[src/rtl/aes_pkg.sv]
// Shared AES definitions for the round-key store.
//   rks_state_e        : sequencer state encoding
//   AES256_NUM_ROUNDS  : last round-key index for AES-256
//   AES_KEY_W          : round-key width
//   RND_W              : width of round index / read index buses
package aes_pkg;

  localparam int AES256_NUM_ROUNDS = 14;
  localparam int AES_KEY_W         = 128;
  localparam int RND_W             = 4;

  typedef enum logic [2:0] {
    IDLE    = 3'd0,
    RUN     = 3'd1,
    CAPTURE = 3'd2,
    READY   = 3'd3,
    ERROR   = 3'd4
  } rks_state_e;

endpackage

[src/rtl/round_key_sequencer_if.sv]
// Signal bundle between the round-key sequencer and its neighbours
// (key-schedule block, cipher round datapath, control).
//   slave  : the sequencer side
//   master : the side driving start, key-schedule results and reads
// Signals: start_i, ks_en_o, ks_round_o, ks_done_i, ks_key_i,
//          rd_en_i, rd_idx_i, rd_key_o, busy_o, valid_o, err_o
interface round_key_sequencer_if #(
  parameter int KEY_W = aes_pkg::AES_KEY_W
);

  logic                      start_i;
  logic                      ks_en_o;
  logic [aes_pkg::RND_W-1:0] ks_round_o;
  logic                      ks_done_i;
  logic [KEY_W-1:0]          ks_key_i;
  logic                      rd_en_i;
  logic [aes_pkg::RND_W-1:0] rd_idx_i;
  logic [KEY_W-1:0]          rd_key_o;
  logic                      busy_o;
  logic                      valid_o;
  logic                      err_o;

  modport slave (
    input  start_i, ks_done_i, ks_key_i, rd_en_i, rd_idx_i,
    output ks_en_o, ks_round_o, rd_key_o, busy_o, valid_o, err_o
  );

  modport master (
    output start_i, ks_done_i, ks_key_i, rd_en_i, rd_idx_i,
    input  ks_en_o, ks_round_o, rd_key_o, busy_o, valid_o, err_o
  );

endinterface

[src/rtl/round_key_sequencer_regfile.sv]
// round_key_regfile: (NUM_ROUNDS+1) x KEY_W round-key store.
// One synchronous write port, one registered read port.
//   clk_g, rst_n : clock, async active-low reset (clears all slots)
//   wr_en, wr_idx, wr_key : write port
//   rd_en, rd_idx, rd_key : read port, rd_key updates only when rd_en
// Out-of-range read indices return zero. A read and write of the same
// slot on one edge returns the old content.
module round_key_regfile
  import aes_pkg::*;
#(
  parameter int NUM_ROUNDS = AES256_NUM_ROUNDS,
  parameter int KEY_W      = AES_KEY_W
) (
  input  logic             clk_g,
  input  logic             rst_n,
  input  logic             wr_en,
  input  logic [RND_W-1:0] wr_idx,
  input  logic [KEY_W-1:0] wr_key,
  input  logic             rd_en,
  input  logic [RND_W-1:0] rd_idx,
  output logic [KEY_W-1:0] rd_key
);

  localparam logic [RND_W-1:0] LAST_IDX = RND_W'(NUM_ROUNDS);

  logic [KEY_W-1:0] slot [0:NUM_ROUNDS];

  always_ff @(posedge clk_g or negedge rst_n) begin
    if (!rst_n) begin
      for (int i = 0; i <= NUM_ROUNDS; i++) begin
        slot[i] <= '0;
      end
    end else if (wr_en && (wr_idx <= LAST_IDX)) begin
      slot[wr_idx] <= wr_key;
    end
  end

  // Reads see the pre-edge slot content, giving read-before-write.
  always_ff @(posedge clk_g or negedge rst_n) begin
    if (!rst_n) begin
      rd_key <= '0;
    end else if (rd_en) begin
      rd_key <= (rd_idx <= LAST_IDX) ? slot[rd_idx] : '0;
    end
  end

endmodule

[src/rtl/round_key_sequencer.sv]
// round_key_sequencer: drives the AES-256 key schedule round by round,
// captures each round key into round_key_regfile, serves indexed reads,
// and flags completion or a stalled key-schedule handshake.
//   clk_g, rst_n : clock, async active-low reset
//   bus          : round_key_sequencer_if.slave (start, key-schedule
//                  handshake, read port, status flags)
//
// state   | meaning
// --------+-------------------------------------------------------
// IDLE    | after reset, waiting for start
// RUN     | key schedule enabled for current round, watchdog counting
// CAPTURE | store ks_key_i into slot[round], advance or finish
// READY   | all keys stored, valid_o high
// ERROR   | watchdog expired in RUN, err_o high
module round_key_sequencer
  import aes_pkg::*;
#(
  parameter int NUM_ROUNDS = AES256_NUM_ROUNDS,
  parameter int KEY_W      = AES_KEY_W,
  parameter int TIMEOUT    = 64
) (
  input  logic                  clk_g,
  input  logic                  rst_n,
  round_key_sequencer_if.slave  bus
);

  localparam int               WD_W     = (TIMEOUT > 2) ? $clog2(TIMEOUT) : 1;
  localparam logic [WD_W-1:0]  WD_LAST  = WD_W'(TIMEOUT - 1);
  localparam logic [RND_W-1:0] LAST_RND = RND_W'(NUM_ROUNDS);

  rks_state_e       state_q, state_d;
  logic [RND_W-1:0] round_q, round_d;
  logic [WD_W-1:0]  wd_q, wd_d;

  logic ks_en;
  logic busy;
  logic valid;
  logic err;
  logic wr_en;

  always_ff @(posedge clk_g or negedge rst_n) begin
    if (!rst_n) begin
      state_q <= IDLE;
      round_q <= '0;
      wd_q    <= '0;
    end else begin
      state_q <= state_d;
      round_q <= round_d;
      wd_q    <= wd_d;
    end
  end

  always_comb begin
    state_d = state_q;
    round_d = round_q;
    wd_d    = wd_q;
    ks_en   = 1'b0;
    busy    = 1'b0;
    valid   = 1'b0;
    err     = 1'b0;
    wr_en   = 1'b0;

    case (state_q)
      IDLE, READY, ERROR: begin
        valid = (state_q == READY);
        err   = (state_q == ERROR);
        if (bus.start_i) begin
          round_d = '0;
          wd_d    = '0;
          state_d = RUN;
        end
      end

      RUN: begin
        ks_en = 1'b1;
        busy  = 1'b1;
        wd_d  = wd_q + WD_W'(1);
        // A done on the final watchdog cycle still wins.
        if (bus.ks_done_i) begin
          state_d = CAPTURE;
        end else if (wd_q == WD_LAST) begin
          state_d = ERROR;
        end
      end

      CAPTURE: begin
        busy  = 1'b1;
        wr_en = 1'b1;
        wd_d  = '0;
        if (round_q == LAST_RND) begin
          state_d = READY;
        end else begin
          round_d = round_q + RND_W'(1);
          state_d = RUN;
        end
      end

      default: begin
        state_d = IDLE;
      end
    endcase
  end

  round_key_regfile #(
    .NUM_ROUNDS (NUM_ROUNDS),
    .KEY_W      (KEY_W)
  ) u_regfile (
    .clk_g  (clk_g),
    .rst_n  (rst_n),
    .wr_en  (wr_en),
    .wr_idx (round_q),
    .wr_key (bus.ks_key_i),
    .rd_en  (bus.rd_en_i),
    .rd_idx (bus.rd_idx_i),
    .rd_key (bus.rd_key_o)
  );

  // ks_round_o comes straight from the counter, which only moves at the
  // end of CAPTURE, so it is steady across the done and key edges.
  assign bus.ks_en_o    = ks_en;
  assign bus.ks_round_o = round_q;
  assign bus.busy_o     = busy;
  assign bus.valid_o    = valid;
  assign bus.err_o      = err;

endmodule

[src/flat_wrapper.sv]
// flat-port wrapper written by rule: the top's interface ports become plain ports
module round_key_sequencer_flat import aes_pkg::*;
#(
  parameter int NUM_ROUNDS = AES256_NUM_ROUNDS,
  parameter int KEY_W      = AES_KEY_W,
  parameter int TIMEOUT    = 64
)
  (clk_g, rst_n, bus_start_i, bus_ks_done_i, bus_ks_key_i, bus_rd_en_i, bus_rd_idx_i, bus_ks_en_o, bus_ks_round_o, bus_rd_key_o, bus_busy_o, bus_valid_o, bus_err_o);
  round_key_sequencer_if #(.KEY_W(KEY_W)) bus_i ();
  input  logic clk_g;
  input  logic rst_n;
  input wire logic [$bits(bus_i.start_i)-1:0] bus_start_i;
  input wire logic [$bits(bus_i.ks_done_i)-1:0] bus_ks_done_i;
  input wire logic [$bits(bus_i.ks_key_i)-1:0] bus_ks_key_i;
  input wire logic [$bits(bus_i.rd_en_i)-1:0] bus_rd_en_i;
  input wire logic [$bits(bus_i.rd_idx_i)-1:0] bus_rd_idx_i;
  output wire logic [$bits(bus_i.ks_en_o)-1:0] bus_ks_en_o;
  output wire logic [$bits(bus_i.ks_round_o)-1:0] bus_ks_round_o;
  output wire logic [$bits(bus_i.rd_key_o)-1:0] bus_rd_key_o;
  output wire logic [$bits(bus_i.busy_o)-1:0] bus_busy_o;
  output wire logic [$bits(bus_i.valid_o)-1:0] bus_valid_o;
  output wire logic [$bits(bus_i.err_o)-1:0] bus_err_o;
  assign bus_i.start_i = bus_start_i;
  assign bus_i.ks_done_i = bus_ks_done_i;
  assign bus_i.ks_key_i = bus_ks_key_i;
  assign bus_i.rd_en_i = bus_rd_en_i;
  assign bus_i.rd_idx_i = bus_rd_idx_i;
  assign bus_ks_en_o = bus_i.ks_en_o;
  assign bus_ks_round_o = bus_i.ks_round_o;
  assign bus_rd_key_o = bus_i.rd_key_o;
  assign bus_busy_o = bus_i.busy_o;
  assign bus_valid_o = bus_i.valid_o;
  assign bus_err_o = bus_i.err_o;
  round_key_sequencer #(.NUM_ROUNDS(NUM_ROUNDS), .KEY_W(KEY_W), .TIMEOUT(TIMEOUT)) u_core (.clk_g(clk_g), .rst_n(rst_n), .bus(bus_i));
endmodule
[config.mk]
export PLATFORM = sky130hd
export DESIGN_NAME = round_key_sequencer_flat
export DESIGN_NICKNAME = d
export VERILOG_FILES = /design/src/rtl/aes_pkg.sv /design/src/rtl/round_key_sequencer_if.sv /design/src/rtl/round_key_sequencer_regfile.sv /design/src/rtl/round_key_sequencer.sv /design/src/flat_wrapper.sv
export SDC_FILE = /design/constraint.sdc
export NUM_CORES = 2
export LEC_CHECK = 0
export BUFFER_PORTS_ARGS = -buffer_cell sky130_fd_sc_hd__buf_4
export CAP_MARGIN = 25
export CORE_ASPECT_RATIO = 0.75
export CORE_MARGIN = 10
export CORE_UTILIZATION = 56
export DETAILED_ROUTE_END_ITERATION = 8
export PLACE_DENSITY = 0.8
export SLEW_MARGIN = 15
export SYNTH_ARGS = -nofsm -noshare
export SYNTH_HDL_FRONTEND = slang
export SYNTH_HIERARCHICAL = 1
export SYNTH_SLANG_ARGS = --single-unit
[constraint.sdc]
create_clock -name clk_g -period 2.3 [get_ports clk_g]
set_clock_uncertainty 0.05 [all_clocks]
set_input_delay 0.23 -clock clk_g [delete_from_list [all_inputs] [get_ports clk_g]]
set_output_delay 0.23 -clock clk_g [all_outputs]
set_load 0.03 [all_outputs]
Yosys cells after proc, flatten, opt, wreduce, memory -nomap -nowiden --
Cells that the tools add are included.
Storage, ports and cells: bits in registers 2061, latch bits 0, bits in writable memories 0, ROM bits 0, bits of input ports 137, word-level logic and storage cells 69, memories 0
Cells by class: add/sub/neg operators 2, multipliers 0, div/mod/pow operators 0, order comparisons 5, eq/ne operators 9, shifts and indexed selects 0, mux-type cells 22, bitwise gates (word level) 2, reductions and logical operators 10
Operators with widths (number):
- 1920-bit bitwise mux | 1
- 128-bit binary-select mux with 4-bit select | 1
- 128-bit demux with 4-bit select | 1
- 128-bit two-way mux | 4
- 6-bit case mux with 3 select lines | 1
- 5-bit >= comparator, second input constant | 2
- 4-bit NOT with 5-bit output | 2
- 3-bit two-way mux | 3
- 3-bit case mux with 3 select lines | 1
- 4-bit <= comparator, second input constant | 2
- 4-bit two-way mux | 2
- 4-bit case mux with 2 select lines | 1
- 6-bit by 1-bit adder with 6-bit output, second input constant | 1
- 3-bit by 2-bit == test with 1-bit output, second input constant | 2
- 6-bit == test, second input constant | 1
- 6-bit two-way mux | 1
- 5-bit by 1-bit < comparator with 1-bit output, second input constant | 1
- 1-bit two-way mux | 5
- 4-bit by 1-bit adder with 4-bit output, second input constant | 1
- 4-bit == test, second input constant | 1
- 2-bit inequality test, second input constant | 2
- 2-bit AND reduction | 2
- 3-bit by 1-bit == test with 1-bit output, second input constant | 1
- 3-bit == test, second input constant | 1
- other kinds (9) | 10

Longest topological paths before layout --
depth after elaboration 6, depth in mapped cells 9

Hierarchy --
The synthesis kept the hierarchy.
Modules (own cells, without submodules):
- round_key_regfile | instances 1, cells an instance 5843, area each 91043.6 um^2, sequential area each 51249.2 um^2
- round_key_sequencer | instances 1, cells an instance 81, area each 798.3 um^2, sequential area each 325.3 um^2

Worst setup path after synthesis --
Ideal clock, no wire load.
path kind reg-to-reg, from reg u_core.state_q[0], to reg u_core/u_regfile/slot[1515] (netlist bit), setup time 0.125 ns, data arrival time 2.318 ns, data required time 2.125 ns, path slack -0.193 ns, cell stages (with the launch flop) 10, path buffers 4, cells stage by stage dfrtp_1 buf_6 or3b_1 buf_6 inv_1 nor3b_1 and3_1 buf_2 buf_4 mux2_2
On the way: cells in the longest elaborated chain, start to end 3
Ends and longest elaborated chain:
- from (decl) | line round_key_sequencer.sv:31 | rks_state_e state_q, state_d;
- from (signal assigned) | line round_key_sequencer.sv:47 | state_q <= state_d;
- 3-bit by 2-bit == test with 1-bit output | line round_key_sequencer.sv:63 | case (state_q)
- 1-bit two-way mux | line round_key_sequencer.sv:63
- named net u_core.wr_en | line round_key_sequencer.sv:39 | logic wr_en;
- 1-bit logical AND | line round_key_sequencer_regfile.sv:33 | end else if (wr_en && (wr_idx <= LAST_IDX)) begin
- to (signal, indexed assignment) | line round_key_sequencer_regfile.sv:34 | slot[wr_idx] <= wr_key;
- to (decl) | line round_key_sequencer_regfile.sv:26 | logic [KEY_W-1:0] slot [0:NUM_ROUNDS];
The timed path passes the listed nets, and every way through them passes these cells. A chain may end at the register's enable or synchronous reset.

Worst setup path after layout --
from reg u_core.state_q[2], to reg u_core/u_regfile/slot[1689] (netlist bit)
The elaborated chain is that of the path after synthesis.

==> results.md <==
- Outcome: finished with violations
- Failing checks: negative setup slack
- Root buffer cell: sky130_fd_sc_hd__clkbuf_16
- Routed wire length per instance: 29.4 um
- Mean instance size in the synthesized netlist: roughly 16 sq um
- Worst path arrival time: slightly above 3 ns
- Area delta synth->final: 18.9%
- Asr flop ratio synth: 100%
- Portion of total power attributed to combinational logic: 16.0%
- Fin. max-slew vios: 0
- Number of instances in the synthesized netlist: 5,924
- Global-route wire length before repair: approximately 380,000 um
- Final Worst Setup Slack: -0.138 ns
- Post-synth cell types: 51
- Crit-path max FO: 15
- Die area: between 150,000 and 200,000 sq um
- Seq cells post-synth: a little over 2,000
- Placeable Area: between 150,000 and 200,000 sq um
- Portion of synthesized cell area occupied by the leading cell type: a little under three fifths
- Largest buffer count on any clock path: 3
- Achievable clock frequency: about 410 MHz
- Most used flip-flop cell after synthesis: sky130_fd_sc_hd__dfrtp_1
- Power share of the sequential group: a little under half
- Total of warnings raised by yosys: 6
- Clock Sinks: between 2,000 and 2,500
- Share of post-route cells with drive strength above 1: 53.2%
- Final hold violation count: 0
- Int Power: 66,900 uW
- Vertical extent of the die: ~370 um
- Fraction of power spent switching nets: around a quarter
- Starting density of the core: between 50% and 60%
- Element type at the critical path end: flip-flop
- Worst slew margin relative to its limit: between 50% and 60%
- Routed via count divided by cell count: 6.48
- Total number of nets in the final design: roughly 6,500
- Overflow after GRT: 0
- End-of-flow core utilization: between 60% and 70%
- Half-perimeter wire length after placement: between 150,000 and 200,000 um
- Share of the clock period used by the worst path after layout: 106%
- Cell leakage power: slightly below 0.05 uW
- Area taken by multi-input logic gates: 37,600 sq um
- Number of vias in the routed layout: 56,400
- Category of the most critical setup path: reg2reg
- Antenna-violating nets left: 0
- Layout filler cell count: 10,700
- Share of power burned in the clock network: between 30% and 40%
- Max IR drop VDD: 858 uV
- Weighted congestion reported at the end of routability-driven placement: 0.804
- Width of the chip: approximately 490 um
- CTS Buf Count: a little under 200
- Violation count after the first detailed-routing iteration: 5,445
- Library cell occupying the most area in the post-synthesis netlist: sky130_fd_sc_hd__dfrtp_1
- Post-synth EDFFs: 0
- Pwr per Cell Area: between 800 and 900 nW/um^2
- Pre-CTS setup slack: -0.168 ns
- Worst hold path class: in2reg
- Detailed-route wire length: around 260,000 um
- I/O Buffers: 272
- Via count of the first global-routing pass: 60,100
- Clock tree from TritonCTS: built
- Top-level port count: 273
- Core Rows: 128
- Setup repair after global routing missed its margin: true
- Total setup violations reported at the end of the flow: 1,127
- Antenna violations before repair: 19
- Insertion delay of the later-clocked pin in the worst-skew pair: 0.84 ns
- H-tree depth reported by CTS: 4
- Power dissipated by switching net loads: 23,500 uW
- Worst Path Required: 2.95 ns
- Critical Path Source Type: flip-flop
- Total nets after synthesis: 6,064
- Transition time of the tightest slew-check pin: slightly below 0.7 ns
- Main area contributors after synthesis: sky130_fd_sc_hd__dfrtp_1, sky130_fd_sc_hd__mux2_2, sky130_fd_sc_hd__mux4_2
- Leading cell type in the layout, fill and taps excluded: sky130_fd_sc_hd__dfrtp_1
- TritonRoute pass-1 iters: 6
- Clock slew at reported path FFs: around 0.060 ns
- Syn Std Cell Area: 91,800 sq um
- Shortest clock period the worst path allows after layout: 2.44 ns
- DRC violation count after routing: 0
- Top library cells by usage in the layout, fill and taps aside: sky130_fd_sc_hd__dfrtp_1, sky130_fd_sc_hd__mux2_2, sky130_fd_sc_hd__buf_4
- Max_cap viols: 0
- Total GRT Usage: a little over a quarter
- Area occupied by registers: 51,600 sq um
- Largest net degree at the start of global routing: between 100 and 150
- Sequential cell area fraction in the yosys report: 56.2%
==> path summary, 6_finish.rpt <==
kind | startpoint | end | slack [ns] | depth (start not counted)
max | u_core/state_q[2]$_DFFE_PN0P_ | u_core/u_regfile/slot[1689]$_DFFE_PN0P_ | -0.14 | 9
min | bus_rd_idx_i[0] | u_core/u_regfile/rd_key[66]$_DFFE_PN0P_ | 0.19 | 5
max reg2reg | u_core/state_q[2]$_DFFE_PN0P_ | u_core/u_regfile/slot[1689]$_DFFE_PN0P_ | -0.14 | 9
min reg2reg | u_core/u_regfile/slot[1389]$_DFFE_PN0P_ | u_core/u_regfile/slot[1389]$_DFFE_PN0P_ | 0.45 | 1
max in group asynchronous | rst_n | u_core/u_regfile/rd_key[39]$_DFFE_PN0P_ | 1.21 | 3
min in group asynchronous | rst_n | u_core/u_regfile/slot[1903]$_DFFE_PN0P_ | 0.22 | 3
==> final cells by class <==
class	count	area share [%]
Inverter	133	0.462
Timing Repair Buffer	855	9.51
Tap cell	2145	2.46
Multi-Input combinational cell	3159	34.5
Clock buffer	289	5.24
Clock inverter	58	0.635
Sequential cell	2061	47.2
Antenna cell	6	0.0137
==> sequential cells by signal (all words and copies together), names as in the netlist <==
register                 count
u_core/u_regfile/slot     1920
u_core/u_regfile/rd_key    128
u_core/wd_q                  6
u_core/bus.ks_round_o        4
u_core/state_q               3
==> critical path, cell delays in order, from the launching register on <==
cell and delay [ns]:
sky130_fd_sc_hd__dfrtp_1 0.38, sky130_fd_sc_hd__or3b_4 0.45, sky130_fd_sc_hd__inv_4 0.09, sky130_fd_sc_hd__nor3b_4 0.22
sky130_fd_sc_hd__buf_6 0.13, sky130_fd_sc_hd__nand3b_1 0.12, sky130_fd_sc_hd__buf_6 0.19, sky130_fd_sc_hd__buf_16 0.18
sky130_fd_sc_hd__buf_12 0.18, sky130_fd_sc_hd__mux2_2 0.29
==> timing repair <==
action / 4_1_cts / 5_1_grt
pin swaps: 4 / 5
hold buffers: 138 / 0
endpoints found under the hold margin: 3968 / 0
setup endpoints to repair: 1628 / 1579
setup buffers: 17 / 14
gates resized for setup: 71 / 122
gates cloned: 11 / 39
==> synth_stat cells (all sizes together), types with 3 or more instances <==
cell type,n
dfrtp,2061
mux2,1920
mux4,384
buf,287
clkbuf,284
o21ai,137
inv,133
a221oi,128
mux2i,128
nor2b,128
o211ai,128
o221a,128
nor2,14
nand2,8
nand3,6
nand2b,5
o31ai,5
nand3b,4
or3,4
a21oi,3
and3,3
ha,3
==> per-layer routing <==
| layer | part of all wire [%] | global-route usage, % | vias to the layer above |
|---|---|---|---|
| met1 | 42 | 37.2 | 30600 |
| met5 | 0.030 | 0 | - |
| met3 | 6.9 | 4.83 | 479 |
| li1 | - | - | 23000 |
| met4 | 3.3 | 9.62 | 12 |
| met2 | 48 | 43.1 | 2297 |
==> power by group through the flow <==
stage               clock, uW  combinational (uW)  sequential [uW]
floorplan                   0                8690            43400
global placement            0               13300            43400
detailed placement          0               13800            43800
CTS                     32900               14400            43200
global route            34500               15400            43700
finish                  32600               14500            43300
==> kinds of logic after synthesis <==
logic type	count (synthesis)	synth area share [%]
AND/OR/NAND/NOR	186	1.25
AO/OA/AOI/OAI	536	4.71
flip-flops	2061	56.2
multiplexers	2432	34.4
adder cells (fa/ha/maj)	3	0.0409
XOR/XNOR	2	0.0191
buffers and inverters	704	3.46
==> stage by stage <==
step	instance area (sq um)	instances	total power [uW]	TNS [ns]	hold WS [ns]
6_report	109000	8706	90400	-55.19	0.190
5_1_grt	109000	8705	93500	-129.44	0.193
4_1_cts	108000	8649	90400	-20.49	0.131
3_5_place_dp	99000	8136	57600	-93.09	0.130
3_3_place_gp	99000	8136	56800	-83.14	0.133
2_1_floorplan	92000	5924	52100	-3.08	-0.116
(Power assumes the default switching activity.)
